## src/rtl/sub_nbit_serial.sv

```systemverilog
// Bit-serial N-bit unsigned subtractor: computes a - b one bit per clock, LSB first,
// with a start/busy/done handshake and an N+1-bit two's-complement result that holds.
module sub_nbit_serial #(
    parameter int N = 10
) (
    input  logic         clk,
    input  logic         rst,
    input  logic         start,
    input  logic [N-1:0] a,
    input  logic [N-1:0] b,
    output logic         busy,
    output logic         done,
    output logic [N:0]   diff,
    output logic         borrow
);

    localparam int CNT_W = $clog2(N + 1);

    typedef enum logic {
        IDLE = 1'b0,
        RUN  = 1'b1
    } state_t;

    state_t             state_reg, state_next;
    logic [N-1:0]       a_sh_reg, a_sh_next;
    logic [N-1:0]       b_sh_reg, b_sh_next;
    logic [N-2:0]       r_reg, r_next;
    logic               br_reg, br_next;
    logic [CNT_W-1:0]   cnt_reg, cnt_next;
    logic [N:0]         diff_reg, diff_next;
    logic               borrow_reg, borrow_next;
    logic               done_reg, done_next;

    logic               bit_d;
    logic               br_calc;
    logic               last_bit;
    logic [N-1:0]       a_shift;
    logic [N-1:0]       b_shift;
    logic [N-2:0]       r_shift;

    // One full-subtractor cell, reused for every bit position over time.
    assign bit_d    = a_sh_reg[0] ^ b_sh_reg[0] ^ br_reg;
    assign br_calc  = (~a_sh_reg[0] & b_sh_reg[0]) | (~(a_sh_reg[0] ^ b_sh_reg[0]) & br_reg);
    assign last_bit = (cnt_reg == CNT_W'(N - 1));

    // Operand shifters: zero fills from the top as bits are consumed.
    generate
        for (genvar gi = 0; gi < N - 1; gi++) begin : g_op_shift
            assign a_shift[gi] = a_sh_reg[gi + 1];
            assign b_shift[gi] = b_sh_reg[gi + 1];
        end
    endgenerate
    assign a_shift[N-1] = 1'b0;
    assign b_shift[N-1] = 1'b0;

    // R only keeps the N-1 completed bits; the Nth bit goes straight to diff on the
    // final edge. The loop is empty for N=2, where R is a single bit.
    generate
        for (genvar gi = 0; gi < N - 2; gi++) begin : g_r_shift
            assign r_shift[gi] = r_reg[gi + 1];
        end
    endgenerate
    assign r_shift[N-2] = bit_d;

    always_ff @(posedge clk) begin
        if (rst) begin
            state_reg  <= IDLE;
            a_sh_reg   <= '0;
            b_sh_reg   <= '0;
            r_reg      <= '0;
            br_reg     <= 1'b0;
            cnt_reg    <= '0;
            diff_reg   <= '0;
            borrow_reg <= 1'b0;
            done_reg   <= 1'b0;
        end else begin
            state_reg  <= state_next;
            a_sh_reg   <= a_sh_next;
            b_sh_reg   <= b_sh_next;
            r_reg      <= r_next;
            br_reg     <= br_next;
            cnt_reg    <= cnt_next;
            diff_reg   <= diff_next;
            borrow_reg <= borrow_next;
            done_reg   <= done_next;
        end
    end

    always_comb begin
        state_next  = state_reg;
        a_sh_next   = a_sh_reg;
        b_sh_next   = b_sh_reg;
        r_next      = r_reg;
        br_next     = br_reg;
        cnt_next    = cnt_reg;
        diff_next   = diff_reg;
        borrow_next = borrow_reg;
        done_next   = 1'b0;

        case (state_reg)
            IDLE: begin
                if (start) begin
                    a_sh_next  = a;
                    b_sh_next  = b;
                    r_next     = '0;
                    br_next    = 1'b0;
                    cnt_next   = '0;
                    state_next = RUN;
                end
            end
            RUN: begin
                a_sh_next = a_shift;
                b_sh_next = b_shift;
                r_next    = r_shift;
                br_next   = br_calc;
                cnt_next  = cnt_reg + 1'b1;
                // Result registers update only here, so partial results never show.
                if (last_bit) begin
                    diff_next   = {br_calc, bit_d, r_reg};
                    borrow_next = br_calc;
                    done_next   = 1'b1;
                    state_next  = IDLE;
                end
            end
            default: begin
                state_next = IDLE;
            end
        endcase
    end

    assign busy   = (state_reg == RUN);
    assign done   = done_reg;
    assign diff   = diff_reg;
    assign borrow = borrow_reg;

endmodule

```

## config.mk

```make
export PLATFORM = sky130hd
export DESIGN_NAME = sub_nbit_serial
export DESIGN_NICKNAME = d
export VERILOG_FILES = /design/src/rtl/sub_nbit_serial.sv
export SDC_FILE = /design/constraint.sdc
export NUM_CORES = 1
export LEC_CHECK = 0
export ABC_AREA = 1
export ABC_CLOCK_PERIOD_IN_PS = 2400
export CORE_AREA = 2 2 94 96
export CTS_CLUSTER_DIAMETER = 120
export CTS_CLUSTER_SIZE = 30
export DETAILED_ROUTE_END_ITERATION = 6
export DIE_AREA = 0 0 96 98
export GPL_ROUTABILITY_DRIVEN = 0
export GPL_TIMING_DRIVEN = 0
export PLACE_DENSITY = 0.46
export SLEW_MARGIN = 30
export SYNTH_ARGS = -nofsm -noshare
export SYNTH_HDL_FRONTEND = slang
export SYNTH_SLANG_ARGS = --single-unit
```

## constraint.sdc

```tcl
create_clock -name clk -period 2.4 [get_ports clk]
set_clock_uncertainty 0.1 [all_clocks]
set_input_delay 0.36 -clock clk [delete_from_list [all_inputs] [get_ports clk]]
set_output_delay 0.36 -clock clk [all_outputs]
set_load 0.01 [all_outputs]
```

==> results of run 1 <==
[kinds of logic after synthesis]
group                      after synthesis  synth area share (%)
and+or+nand+nor                        169                  35.7
DFF                                     47                  46.2
AOI/OAI and AO/OA                       17                  4.55
buffers and inverters                   45                  11.3
adders and majority gates                3                  2.21
[worst register-to-register path, stage by stage, from the launching register on]
cell and delay, ps:
dfxtp_1 380, inv_1 60, ha_1 180, nand4_1 130, buf_2 240, nand3_1 90
nand2_1 80
[cell type report]
cell class | count | share of cell area, %
Sequential cell | 47 | 35.8
Tap cell | 108 | 5.14
Clock buffer | 8 | 3.80
Inverter | 27 | 3.95
Timing Repair Buffer | 36 | 13.7
Multi-Input combinational cell | 189 | 32.9
Buffer | 18 | 4.80
[per-stage QoR]
step / hold slack, ps / utilization (%)
5_1_grt: 380 / 31.1
2_1_floorplan: 327 / -
3_5_place_dp: 358 / 29.9
4_1_cts: 371 / 31.1
3_3_place_gp: 350 / 29.9
6_report: 365 / 31.1
[power by group through the flow]
stage	combinational [uW]	clock, uW	sequential [uW]
3_3_place_gp	182	0	836
6_report	179	516	817
5_1_grt	202	578	821
4_1_cts	184	543	818
3_5_place_dp	183	0	836
2_1_floorplan	111	0	833
[per-layer routing]
layer  global-route usage, %  up-vias  part of all wire, %
li1                        -      963                    -
met1                    13.7      777                   49
met2                    16.9       35                   45
met3                    2.55        2                  4.8
met4                    3.63        0                 0.83
met5                       0        -                    0
[worst paths after layout]
check,start,to,slack [ps]
setup / recovery,diff[10]$_SDFFE_PP0P_,diff[10],650
hold / removal,diff[5]$_SDFFE_PP0P_,diff[5]$_SDFFE_PP0P_,360
setup reg to reg,cnt_reg[1]$_SDFFE_PP0P_,diff[3]$_SDFFE_PP0P_,1080
hold reg to reg,diff[5]$_SDFFE_PP0P_,diff[5]$_SDFFE_PP0P_,360
[synthesized netlist by cell type, drive strengths merged]
cell,instances
nor2,9
o21ai,1
ha,2
nand2,109
inv,27
nand4,1
a21oi,16
clkbuf,2
fa,1
dfxtp,47
nand3,49
buf,16
or2,1
==> impl_metrics.ini, run 1 <==
[grt]
grtUsageTotal_pct = 10.5
grt_pass1_vias = 1722
grt_pass1_wl_mm = 7.93
antenna_found_initial = 0
grt_overflow = 0
grt_max_degree = 14

[power]
p_sw_uw = 362
p_leak_uw = 0.00118
internal-power_uw = 1150
pwr_density_cell_nw_per_um2 = 575
pwr-share-comb_pct = 11.8
pwr-share-seq_pct = 54.0
clockPowerShare_pct = 34.1
p_total_uw = 1510
p_sw_share_pct = 23.9
irDropWorstVdd_mv = 0.188

[floorplan]
ios = 37
core_um2 = 8470
die_h_um = 98
die-width_um = 96
start_util_pct = 24.0
num_rows = 34
dieArea_um2 = 9410

[routing]
wl_per_cell_um = 10.5
vias = 1777
drc = 0
wl_mm = 4.57
vias_per_cell = 4.10
postRouteAntennaNets = 0
drt_iter0_markers = 40
first_pass_iters = 4

[sta]
fin_crit_sh_pct = 73.0
finalSetupTns_ps = 0
slew_headroom_pct = 64.2
setup_viol = 0
drv_slew = 0
period_needed_ps = 1750
hold_viol_final = 0
worst_slack_ps = 647
grt_setup_unrepaired = false
clock.fmax_ghz = 0.570
tightest_slew_ps = 538

[worst_setup_path]
crit_family = buffers and inverters
critical_path_class = register to output port
cp.arrival_ps = 1290
path_buf_inv = 2
cp-start-kind = register
cp.required_ps = 1940
crit_fanout = 3
endpoint_kind = output port
crit_chain = buf_4 > clkdlybuf4s50_1
critPathMaxStageDelay_ps = 520
cp.depth = 2
timing.reg2reg.worst_path_depth = 6
slowest_stage = clkdlybuf4s50_1

[cells_and_area]
seq_area_um2 = 941
layout_commonest_cell = nand2_1
largest_reg_flops = 11
final_area_um2 = 2630
finalNetCount = 350
areaGrowthSynthToFinish_pct = 29.3
multi_input_area_um2 = 865
drive_above_1_share_pct = 8.92
n_fill_cell = 948
diodes = 0
final_cell_mix = 109 x nand2_1, 49 x nand3_1, 47 x dfxtp_1
finalNonFillerCells = 433

[logic_synthesis]
synth-seq-cells = 47
ys_warn_count = 0
syn-cell-area_um2 = 2040
synth_top_area_share_pct = 46.2
ys_seq_area_share_pct = 46.2
synth_cell_types = 22
syn_nets = 307
synth.area.top_cells = dfxtp_1 46%, nand2_1 20%, nand3_1 12%
syn_inst = 281
yosysTopAreaCell = dfxtp_1
synth_area_per_cell_um2 = 7.24

[placed_design]
place_area_um2 = 2530
dp_hpwl_mm = 3.31
preCtsSetupSlack_ps = 587
place_inst = 425
portBuffers = 36

[worst_hold_path]
holdCritPathClass = register to register
holdPathStages = 2

[status]
outcome = finished, final reports clean

[clock_network]
post_cts_resized = 0
htree_levels = 2
clockRootBuffer = clkbuf_8
cts_setup_buffers = 0
cts_hold_buffers = 0
path_clk_slew_ps = 80
clk_latency_ps = 290
cts_tree = done
clockBufferDepth = 2
cts.sinks = 47
cts_buffers = 5

[flow_run]
cap_violations = 0
No activity file was read; power rests on OpenSTA's default activity.
==> run 2, diff against run 1 <==
--- a/config.mk
+++ b/config.mk
@@ -6,7 +6,7 @@
 export NUM_CORES = 1
 export LEC_CHECK = 0
 export ABC_AREA = 1
-export ABC_CLOCK_PERIOD_IN_PS = 2400
+export ABC_CLOCK_PERIOD_IN_PS = 1450
 export CORE_AREA = 2 2 94 96
 export CTS_CLUSTER_DIAMETER = 120
 export CTS_CLUSTER_SIZE = 30
@@ -14,7 +14,7 @@
 export DIE_AREA = 0 0 96 98
 export GPL_ROUTABILITY_DRIVEN = 0
 export GPL_TIMING_DRIVEN = 0
-export PLACE_DENSITY = 0.46
+export PLACE_DENSITY = 0.48
 export SLEW_MARGIN = 30
 export SYNTH_ARGS = -nofsm -noshare
 export SYNTH_HDL_FRONTEND = slang
==> constraint.sdc (replaced) <==
create_clock -name clk -period 1.45 [get_ports clk]
set_clock_uncertainty 0.1 [all_clocks]
set_input_delay 0.2175 -clock clk [delete_from_list [all_inputs] [get_ports clk]]
set_output_delay 0.2175 -clock clk [all_outputs]
set_load 0.01 [all_outputs]
==> impl_metrics.ini, run 2 (synthesis gave the netlist of run 1 again) <==
[grt]
antenna_found_initial = 0
grt_overflow = 0
grt_pass1_wl_mm = 7.68
grtUsageMet3_pct = 2.85
use_met1_pct = 13.3
grtUsageTotal_pct = 10.3
grt-busiest-layer = met2
grt_pass1_vias = 1668
met2_usage_pct = 16.2
grt_max_degree = 14

[worst_setup_path]
crit_family = buffers and inverters
critical_path_class = register to output port
reg2reg_setup_slack_ps = 160
reg2reg_from = cnt_reg[1]$_SDFFE_PP0P_
endpoint_kind = output port
cp.required_ps = 1130
cp-start-kind = register
crit_end = diff[10]
crit_fanout = 3
slowest_stage = dfxtp_2
cp.depth = 2
crit_chain = buf_4 > dlygate4sd2_1
cp-startpoint = diff[10]$_SDFFE_PP0P_
cp.arrival_ps = 1020
path_buf_inv = 2
crit-reg2reg-capture = diff[1]$_SDFFE_PP0P_
critPathMaxStageDelay_ps = 330
timing.reg2reg.worst_path_depth = 6

[power]
irDropWorstVdd_mv = 0.347
pwr-share-comb_pct = 12.2
pwr-share-seq_pct = 56.0
clockPowerShare_pct = 31.8
pwr_density_cell_nw_per_um2 = 929
p_total_uw = 2420
p_leak_uw = 0.00124
p_sw_share_pct = 25.2
p_sw_uw = 609
internal-power_uw = 1810

[clock_network]
path_clk_slew_ps = 80
clockBufferDepth = 2
clk_latency_ps = 300
cts_hold_buffers = 0
cts_buffers = 5
cts_tree = done
cts.sinks = 47
clockRootBuffer = clkbuf_8
htree_levels = 2

[sta]
setup_viol = 0
hold_viol_final = 0
tightest_slew_ps = 534
clock.fmax_ghz = 0.750
period_needed_ps = 1330
drv_slew = 0
fin_crit_sh_pct = 91.9
grt_setup_unrepaired = false
slew_headroom_pct = 64.4

[placed_design]
place_area_um2 = 2530
portBuffers = 36
dp_hpwl_mm = 3.24
place_inst = 425

[floorplan]
ios = 37
core_um2 = 8470
dieArea_um2 = 9410
die-width_um = 96
die_h_um = 98
start_util_pct = 24.0
num_rows = 34

[routing]
wl_per_cell_um = 10.3
postRouteAntennaNets = 0
vias = 1790
first_pass_iters = 4
vias_per_cell = 4.13
drt_iter0_markers = 21
wl_mm = 4.44
drc = 0

[cells_and_area]
areaGrowthSynthToFinish_pct = 27.8
largest_reg_flops = 11
final_area_um2 = 2600
n_fill_cell = 980
final_cell_mix = 109 x nand2_1, 49 x nand3_1, 45 x dfxtp_1
finalNonFillerCells = 433
layout_commonest_cell = nand2_1
finalNetCount = 350
drive_above_1_share_pct = 9.54
diodes = 0

[status]
outcome = finished, final reports clean

[worst_hold_path]
holdCritPathClass = register to register

[flow_run]
cap_violations = 0
[run 2: cell types whose count changed in the layout (fill, tap and decap cells not counted), moves of 2 or more]
| cell | delta |
|---|---|
| clkbuf_8 | -2 |
| clkdlybuf4s50_1 | -14 |
| dfxtp_1 | -2 |
| dfxtp_2 | +2 |
| dlygate4sd2_1 | +14 |
[run 2: timing repair]
item / 4_1_cts / 5_1_grt
gates resized for setup: 15 / 4
setup endpoints to repair: 14 / 10
setup buffers: 0 / 0
[run 2: per-stage QoR]
stage	worst slack (ps)	hold slack [ps]	setup TNS [ps]	util, %
floorplan	258	187	0	-
global placement	-221	350	-6830	29.9
detailed placement	-201	359	-6750	29.9
CTS	92.5	369	0	30.7
global route	2.99	381	0	30.7
finish	117	363	0	30.7
[run 2: routing by layer]
layer | routed length [um] | vias to the layer above
met3 | 212 | 7
met4 | 74 | 0
met1 | 2150 | 788
li1 | - | 959
met5 | 0 | -
met2 | 2000 | 36
[run 2: tightest hold or removal path, delay by kind of cell (launching register included)]
family        cells  cell delay, ps
simple gates      2             110
flops             1             310
[run 2: final cells by class]
cell class	instances	area [um^2]	area share [%]
Tap cell	108	135	5.19
Clock inverter	1	5.00	0.192
Clock buffer	7	76.3	2.93
Sequential cell	47	943	36.3
Multi-Input combinational cell	189	865	33.2
Timing Repair Buffer	36	343	13.2
Inverter	27	104	3.99
Buffer	18	130	5.00
[run 2: power by group through the flow]
stage	logic, uW	registers [uW]	clock network, uW
3_5_place_dp	300	1380	0
3_3_place_gp	299	1380	0
5_1_grt	335	1360	853
2_1_floorplan	183	1380	0
4_1_cts	300	1350	807
6_report	294	1350	769
[run 2: worst min-delay path by stage]
stage / from / endpoint / slack, ps / cells past startpoint
6_report: diff[4]$_SDFFE_PP0P_ / diff[4]$_SDFFE_PP0P_ / 360 / 2
2_1_floorplan: rst / cnt_reg[1]$_SDFFE_PP0P_ / 190 / 1
4_1_cts: diff[5]$_SDFFE_PP0P_ / diff[5]$_SDFFE_PP0P_ / 370 / 2
5_1_grt: diff[5]$_SDFFE_PP0P_ / diff[5]$_SDFFE_PP0P_ / 380 / 2
3_3_place_gp: br_reg$_SDFFE_PP0P_ / br_reg$_SDFFE_PP0P_ / 350 / 2
3_5_place_dp: diff[5]$_SDFFE_PP0P_ / diff[5]$_SDFFE_PP0P_ / 360 / 2
